`src/rtl/comparator_serial_ctrl_if.sv`:
```
// Compare-job bus between a requester (master) and the serial comparator (slave).
interface comparator_serial_ctrl_if #(
  parameter int WIDTH = 8
);
  logic             start;
  logic [WIDTH-1:0] a;
  logic [WIDTH-1:0] b;
  logic             busy;
  logic             done;
  logic             lt;
  logic             gt;
  logic             eq;

  modport master (output start, a, b, input busy, done, lt, gt, eq);
  modport slave  (input start, a, b, output busy, done, lt, gt, eq);
endinterface

```
`src/rtl/comparator_serial_ctrl.sv`:
```
// Serial magnitude comparator: walks 2-bit slices MSB first, one per clock.
// Optional macro COMP_EARLY_EXIT_EN ends the scan on the first unequal slice.
module comparator_serial_ctrl #(
  parameter int WIDTH = 8
) (
  input logic                     clk,
  input logic                     rst_n,
  comparator_serial_ctrl_if.slave cmp
);
  localparam int N  = WIDTH / 2;
  localparam int CW = (N > 1) ? $clog2(N) : 1;

  typedef enum logic [1:0] {
    IDLE = 2'd0,
    RUN  = 2'd1,
    DONE = 2'd2
  } state_t;

  state_t           state_q, state_d;
  logic [WIDTH-1:0] a_q, b_q;
  logic [CW-1:0]    idx_q;
  logic             decided_q, dir_q;
  logic             lt_q, gt_q, eq_q;

  logic [1:0] a_sl [N];
  logic [1:0] b_sl [N];
  logic [1:0] cur_a, cur_b;
  logic       slice_ne, slice_gt;
  logic       decided_d, dir_d;
  logic       last_slice, early_hit, accept, finish;

  generate
    for (genvar gi = 0; gi < N; gi++) begin : g_slice
      assign a_sl[gi] = a_q[2*gi +: 2];
      assign b_sl[gi] = b_q[2*gi +: 2];
    end
  endgenerate

  assign cur_a      = a_sl[idx_q];
  assign cur_b      = b_sl[idx_q];
  assign slice_ne   = (cur_a != cur_b);
  assign slice_gt   = (cur_a > cur_b);
  // The first unequal slice (MSB first) fixes the direction for good.
  assign decided_d  = decided_q | slice_ne;
  assign dir_d      = decided_q ? dir_q : slice_gt;
  assign last_slice = (idx_q == '0);

`ifdef COMP_EARLY_EXIT_EN
  assign early_hit = ~decided_q & slice_ne;
`else
  assign early_hit = 1'b0;
`endif

  assign accept = cmp.start && (state_q != RUN);
  assign finish = (state_q == RUN) && (last_slice || early_hit);

  always_ff @(posedge clk) begin
    if (!rst_n) state_q <= IDLE;
    else        state_q <= state_d;
  end

  always_comb begin
    state_d = state_q;
    unique case (state_q)
      IDLE:    if (cmp.start) state_d = RUN;
      RUN:     if (last_slice || early_hit) state_d = DONE;
      DONE:    state_d = cmp.start ? RUN : IDLE;
      default: state_d = IDLE;
    endcase
  end

  always_comb begin
    cmp.busy = (state_q == RUN);
    cmp.done = (state_q == DONE);
    cmp.lt   = lt_q;
    cmp.gt   = gt_q;
    cmp.eq   = eq_q;
  end

  always_ff @(posedge clk) begin
    if (!rst_n) begin
      a_q       <= '0;
      b_q       <= '0;
      idx_q     <= '0;
      decided_q <= 1'b0;
      dir_q     <= 1'b0;
      lt_q      <= 1'b0;
      gt_q      <= 1'b0;
      eq_q      <= 1'b0;
    end else if (accept) begin
      a_q       <= cmp.a;
      b_q       <= cmp.b;
      idx_q     <= CW'(N - 1);
      decided_q <= 1'b0;
      dir_q     <= 1'b0;
    end else if (state_q == RUN) begin
      decided_q <= decided_d;
      dir_q     <= dir_d;
      if (!last_slice) idx_q <= idx_q - CW'(1);
      // Flags only move on the edge that enters DONE.
      if (finish) begin
        eq_q <= ~decided_d;
        gt_q <= decided_d & dir_d;
        lt_q <= decided_d & ~dir_d;
      end
    end
  end
endmodule
```
`src/flat_wrapper.sv`:
```
// flat-port wrapper written by rule: the top's interface ports become plain ports
module comparator_serial_ctrl_flat 
#(
  parameter int WIDTH = 8
)
  (clk, rst_n, cmp_start, cmp_a, cmp_b, cmp_busy, cmp_done, cmp_lt, cmp_gt, cmp_eq);
  comparator_serial_ctrl_if #(.WIDTH(WIDTH)) cmp_i ();
  input logic clk;
  input logic rst_n;
  input wire logic [$bits(cmp_i.start)-1:0] cmp_start;
  input wire logic [$bits(cmp_i.a)-1:0] cmp_a;
  input wire logic [$bits(cmp_i.b)-1:0] cmp_b;
  output wire logic [$bits(cmp_i.busy)-1:0] cmp_busy;
  output wire logic [$bits(cmp_i.done)-1:0] cmp_done;
  output wire logic [$bits(cmp_i.lt)-1:0] cmp_lt;
  output wire logic [$bits(cmp_i.gt)-1:0] cmp_gt;
  output wire logic [$bits(cmp_i.eq)-1:0] cmp_eq;
  assign cmp_i.start = cmp_start;
  assign cmp_i.a = cmp_a;
  assign cmp_i.b = cmp_b;
  assign cmp_busy = cmp_i.busy;
  assign cmp_done = cmp_i.done;
  assign cmp_lt = cmp_i.lt;
  assign cmp_gt = cmp_i.gt;
  assign cmp_eq = cmp_i.eq;
  comparator_serial_ctrl #(.WIDTH(WIDTH)) u_core (.clk(clk), .rst_n(rst_n), .cmp(cmp_i));
endmodule
```
`config.mk`:
```
export PLATFORM = sky130hd
export DESIGN_NAME = comparator_serial_ctrl_flat
export DESIGN_NICKNAME = d
export VERILOG_FILES = /design/src/rtl/comparator_serial_ctrl_if.sv /design/src/rtl/comparator_serial_ctrl.sv /design/src/flat_wrapper.sv
export SDC_FILE = /design/constraint.sdc
export NUM_CORES = 1
export LEC_CHECK = 0
export CAP_MARGIN = 20
export CORE_UTILIZATION = 50
export DETAILED_ROUTE_END_ITERATION = 8
export PLACE_DENSITY = 0.76
export SYNTH_ARGS = -nofsm -noshare
export SYNTH_HDL_FRONTEND = slang
export SYNTH_SLANG_ARGS = --single-unit
```
`constraint.sdc`:
```
create_clock -name clk -period 2.4 [get_ports clk]
set_input_delay 0.48 -clock clk [delete_from_list [all_inputs] [get_ports clk]]
set_output_delay 0.48 -clock clk [all_outputs]
set_load 0.01 [all_outputs]
```
## Word-level counts from Yosys, hierarchy flattened

Cells that the tools add are included.

| word-level totals | value |
|---|---|
| logic and storage cells | 50 |
| input port bits | 19 |
| output and inout bits | 5 |
| register bits after elaboration | 25 |

| operators by class | value |
|---|---|
| magnitude comparators | 2 |
| add/subtract/negate cells | 1 |
| multiplexer cells | 14 |
| reduce and logical (&&, ||, !) cells | 9 |
| bitwise gates (word level) | 8 |
| equality and inequality tests | 7 |

Operators with widths:

| cell | count |
|---|---|
| $mux 2 | 9 |
| $bmux 2 s2 | 2 |
| $pmux 2 s3 | 1 |
| $logic_not 2->1 | 2 |
| $ne 2x1->1 const B | 2 |
| $ne 2x2->1 const B | 2 |
| $not 1->1 | 4 |
| $reduce_and 2->1 | 2 |
| $ge 3x3->1 const B | 1 |
| $not 2->3 | 1 |
| $reduce_and 3->1 | 1 |
| $and 1x1->1 | 2 |
| $eq 2x1->1 const B | 1 |
| $eq 2x2->1 const B | 1 |
| $gt 2x2->1 | 1 |
| $logic_and 1x1->1 | 2 |
| $mux 1 | 2 |
| $ne 2x2->1 | 1 |
| $reduce_bool 2->1 | 1 |
| $reduce_or 2->1 | 1 |
| $sub 2x1->2 const B | 1 |
| $or 1x1->1 | 1 |

## Depth between registers and ports, before layout

| depth | value |
|---|---|
| depth after elaboration | 8 |
| depth in mapped cells | 8 |
| mapped depth without buffers | 7 |

## Least setup slack after synthesis

OpenSTA, ideal clock, no wires.

| timing path | value |
|---|---|
| path kind | register -> register |
| start | register u_core.idx_q[1] |
| end | register u_core.lt_q (netlist: u_core.cmp.lt) |
| data arrival time | 1.778 ns |
| setup time | 0.117 ns |
| data required time | 2.283 ns |
| clock period less this slack | 1.895 ns |
| cell stages (with the launch flop) | 8 |
| slack | 0.505 ns |
| path buffers | 1 |
| cells stage by stage | dfxtp_1 -> buf_2 -> mux4_2 -> ha_1 -> nor2b_1 -> o21ai_0 -> o21a_1 -> a32o_1 |

| on the way | value |
|---|---|
| word-level cells in the longest chain between the ends | 8 |

RTL lines:

| element | RTL line | text |
|---|---|---|
| start, declared | comparator_serial_ctrl.sv:21 | `logic [CW-1:0] idx_q;` |
| start signal, assigned | comparator_serial_ctrl.sv:93 | `idx_q <= CW'(N - 1);` |
| start signal, assigned | comparator_serial_ctrl.sv:99 | `if (!last_slice) idx_q <= idx_q - CW'(1);` |
| $not 2->3 (implied by the code) | comparator_serial_ctrl.sv:39, comparator_serial_ctrl.sv:40 |  |
| $bmux 2 s2, on equally long branches | comparator_serial_ctrl.sv:39, comparator_serial_ctrl.sv:40 |  |
| $mux 2, on equally long branches (2 in series) | comparator_serial_ctrl.sv:39, comparator_serial_ctrl.sv:40 |  |
| $gt 2x2->1 | comparator_serial_ctrl.sv:42 | `assign slice_gt = (cur_a > cur_b);` |
| $mux 1 | comparator_serial_ctrl.sv:45 | `assign dir_d = decided_q ? dir_q : slice_gt;` |
| $not 1->1 | comparator_serial_ctrl.sv:104 | `lt_q <= decided_d & ~dir_d;` |
| $and 1x1->1 | comparator_serial_ctrl.sv:104 |  |
| end signal, assigned | comparator_serial_ctrl.sv:104 |  |
| end, declared | comparator_serial_ctrl.sv:23 | `logic lt_q, gt_q, eq_q;` |

Several ways; a longest one is shown, not always the timed one. The select of a mux whose other input is x is not followed.
A chain may end at the register's enable or synchronous reset.

## Final worst setup path

Ends and elaborated chain as after synthesis.

==> results.json <==
{
  "setup_ws_ns": 0.336,
  "fin_cells": 175,
  "switching_share_pct": 27.3,
  "drt_iter0_drc": 18,
  "area_growth_pct": 20.0,
  "placed_cell_area_um2": 1410,
  "place_ws_ns": 0.350,
  "drt_wl_total_mm": 2.10,
  "worst_ep_arrival_time_ns": 2.29,
  "worst_pin_slew_ns": 0.385,
  "cp.depth": 6,
  "antenna_found_initial": 0,
  "nets": 170,
  "cts_tree": "built",
  "fp.dieW_um": 51.0,
  "synth.area.top_cells": "dfxtp_1 (42%), nand2_1 (12%), a21boi_2 (9.4%)",
  "finalSetupTns_ns": 0,
  "ant_nets": 0,
  "cts_resized": 0,
  "hold_start": "u_core.cmp.eq",
  "synth_cell_type_count": 29,
  "setup_viol": 0,
  "clock-root-buffer": "clkbuf_4",
  "gp_congestion": 0.716,
  "hold_viol": 0,
  "p_int_mw": 0.610,
  "status": "completed",
  "clk_latency_ns": 0.32,
  "syn_nets": 148,
  "synth_top_cell_by_area": "dfxtp_1",
  "placed_cells": 171,
  "timing.rr.end": "u_core.cmp.lt",
  "drt_pre_antenna_iters": 4,
  "synth_most_common_cell": "nand2_1",
  "core_area_um2": 2230,
  "path_cells": "mux4_2, ha_1, nor2b_1, o21ai_0, o21a_1, a32o_1",
  "crit_buf_inv": 0,
  "die-area_um2": 2600,
  "r2r_slack_ns": 0.34,
  "grt_setup_unrepaired": "no",
  "power_frac_comb_pct": 22.4,
  "die_y_um": 51.0,
  "slowest_stage": "mux4_2",
  "ys_warn_count": 0,
  "power_frac_clock_pct": 21.8,
  "r2r_start": "u_core.idx_q[1]",
  "vias": 898,
  "required_ns": 2.63,
  "synth_top_area_share_pct": 41.7,
  "synthArstFlopShare_pct": 0,
  "hold_depth": 2,
  "crit_family": "multiplexers",
  "fin_crit_ns": 2.06,
  "grt_overflow": 0,
  "grt_start_max_net_pins": 18,
  "hpwl_mm": 1.58,
  "synthesis.area_um2": 1200,
  "initial_utilization_pct": 53.8,
  "min_to": "u_core.cmp.eq",
  "synthTopCellsByCount": "nand2_1 (39), dfxtp_1 (25), a21boi_2 (10)",
  "ctsHoldBuffers": 0,
  "slew_headroom_pct": 74.2,
  "ys_ff_latch": 25,
  "peakVddDrop_mv": 0.421,
  "fmax_ghz": 0.485,
  "slew_violations": 0,
  "synth_edf_count": 0,
  "track_usage_pct": 19.8,
  "wl_per_cell_um": 12.0,
  "holdCritPathClass": "flip-flop to flip-flop",
  "antenna_cells": 0,
  "syn_avg_cell_area_um2": 9.53,
  "end_kind": "flip-flop",
  "cpPeakStageDelay_ns": 0.54,
  "leakagePower_nw": 0.554,
  "path_clk_slew_ns": 0.13,
  "core.rowCount": 17,
  "numPortBuffers": 23,
  "fillers": 201,
  "finalInstanceArea_um2": 1440,
  "crit_type": "flip-flop to flip-flop",
  "drive_above_1_share_pct": 17.7,
  "power_density_nw_per_um2": 583,
  "grt_first_pass_wirelength_mm": 3.76,
  "via_per_inst": 5.13,
  "first_global_vias": 841,
  "power_frac_seq_pct": 55.9,
  "cap_violations": 0,
  "switchingPower_mw": 0.230,
  "ys_seq_area_share_pct": 41.7,
  "synth-main-ff-cell": "dfxtp_1",
  "cts_buffers": 3,
  "post-route-period-util_pct": 86.0,
  "start_kind": "flip-flop",
  "cts_setup_buffers": 0,
  "htreeDepth": 1,
  "ff2ff_path_depth": 6,
  "cp_max_fo": 6,
  "fin_util_pct": 64.5,
  "clock-sinks": 25,
  "boundaryPins": 24,
  "syn_inst": 126,
  "finClkSkew_ns": 0.00545,
  "drc": 0,
  "cts_max_path_buffers": 2
}
cells in the final DEF (no fill, tap or decap), types with 2 or more instances in the layout:
master and count:
nand2_1 39, dfxtp_1 25, clkdlybuf4s50_1 23, a21boi_2 10, a21boi_0 7, mux4_2 4, inv_1 4, nor2_1 4
o21ai_0 3, ha_1 3, clkbuf_4 3, and2_4 2, nand2_2 2, o21a_1 2, o211a_1 2, nor2b_1 2
layout make-up:
type                            instances  area [um2]  area share (%)
Clock buffer                            3        22.5            1.56
Inverter                                5        18.8            1.30
Timing Repair Buffer                   24         238            16.5
Clock inverter                          1        5.00           0.347
Multi-Input combinational cell         89         622            43.1
Tap cell                               28        35.0            2.43
Sequential cell                        25         500            34.7
per-layer routing:
layer | track usage (%) | part of all wire, % | up-vias
met4 | 9.72 | 1.9 | 0
li1 | - | - | 462
met5 | 0 | 0 | -
met1 | 26.8 | 48 | 411
met2 | 30.0 | 46 | 20
met3 | 3.87 | 3.9 | 5
flip-flops by register name (all words and copies together), names as in the netlist:
register          flops
u_core.cmp.lt         1
u_core.cmp.gt         1
u_core.dir_q          1
u_core.a_q            8
u_core.cmp.eq         1
u_core.decided_q      1
u_core.state_q        2
u_core.b_q            8
u_core.idx_q          2
cell families (layout without fill, tap and decap cells):
kind of cell | after synthesis | count (layout) | synth area share (%)
and+or+nand+nor | 55 | 55 | 21.4
AOI/OAI and AO/OA | 27 | 27 | 19.8
DFF | 25 | 25 | 41.7
buffers and inverters | 12 | 33 | 6.56
muxes | 4 | 4 | 7.50
adders and majority gates | 3 | 3 | 3.13
how the worst max path moves through the flow:
stage,from,end
3_3_place_gp,u_core.idx_q[0],u_core.cmp.lt
5_1_grt,u_core.idx_q[1],u_core.cmp.lt
4_1_cts,u_core.idx_q[1],u_core.cmp.lt
2_1_floorplan,u_core.idx_q[1],u_core.cmp.lt
6_report,u_core.idx_q[1],u_core.cmp.lt
3_5_place_dp,u_core.idx_q[0],u_core.cmp.lt
tightest hold or removal path: stages (launching register included):
cell and delay [ns]:
dfxtp_1 0.33, nand2_1 0.05, a21boi_0 0.06
per-stage QoR:
step | hold WS, ns | power (mW)
2_1_floorplan | 0.440 | 0.610
3_3_place_gp | 0.453 | 0.662
3_5_place_dp | 0.464 | 0.668
4_1_cts | 0.483 | 0.850
5_1_grt | 0.499 | 0.893
6_report | 0.476 | 0.840
power groups by stage:
stage	registers (mW)	clock network, mW	logic (mW)
5_1_grt	0.474	0.207	0.212
2_1_floorplan	0.467	0	0.143
6_report	0.469	0.183	0.188
3_3_place_gp	0.477	0	0.185
3_5_place_dp	0.479	0	0.189
4_1_cts	0.470	0.190	0.190
(Power assumes the default switching activity.)
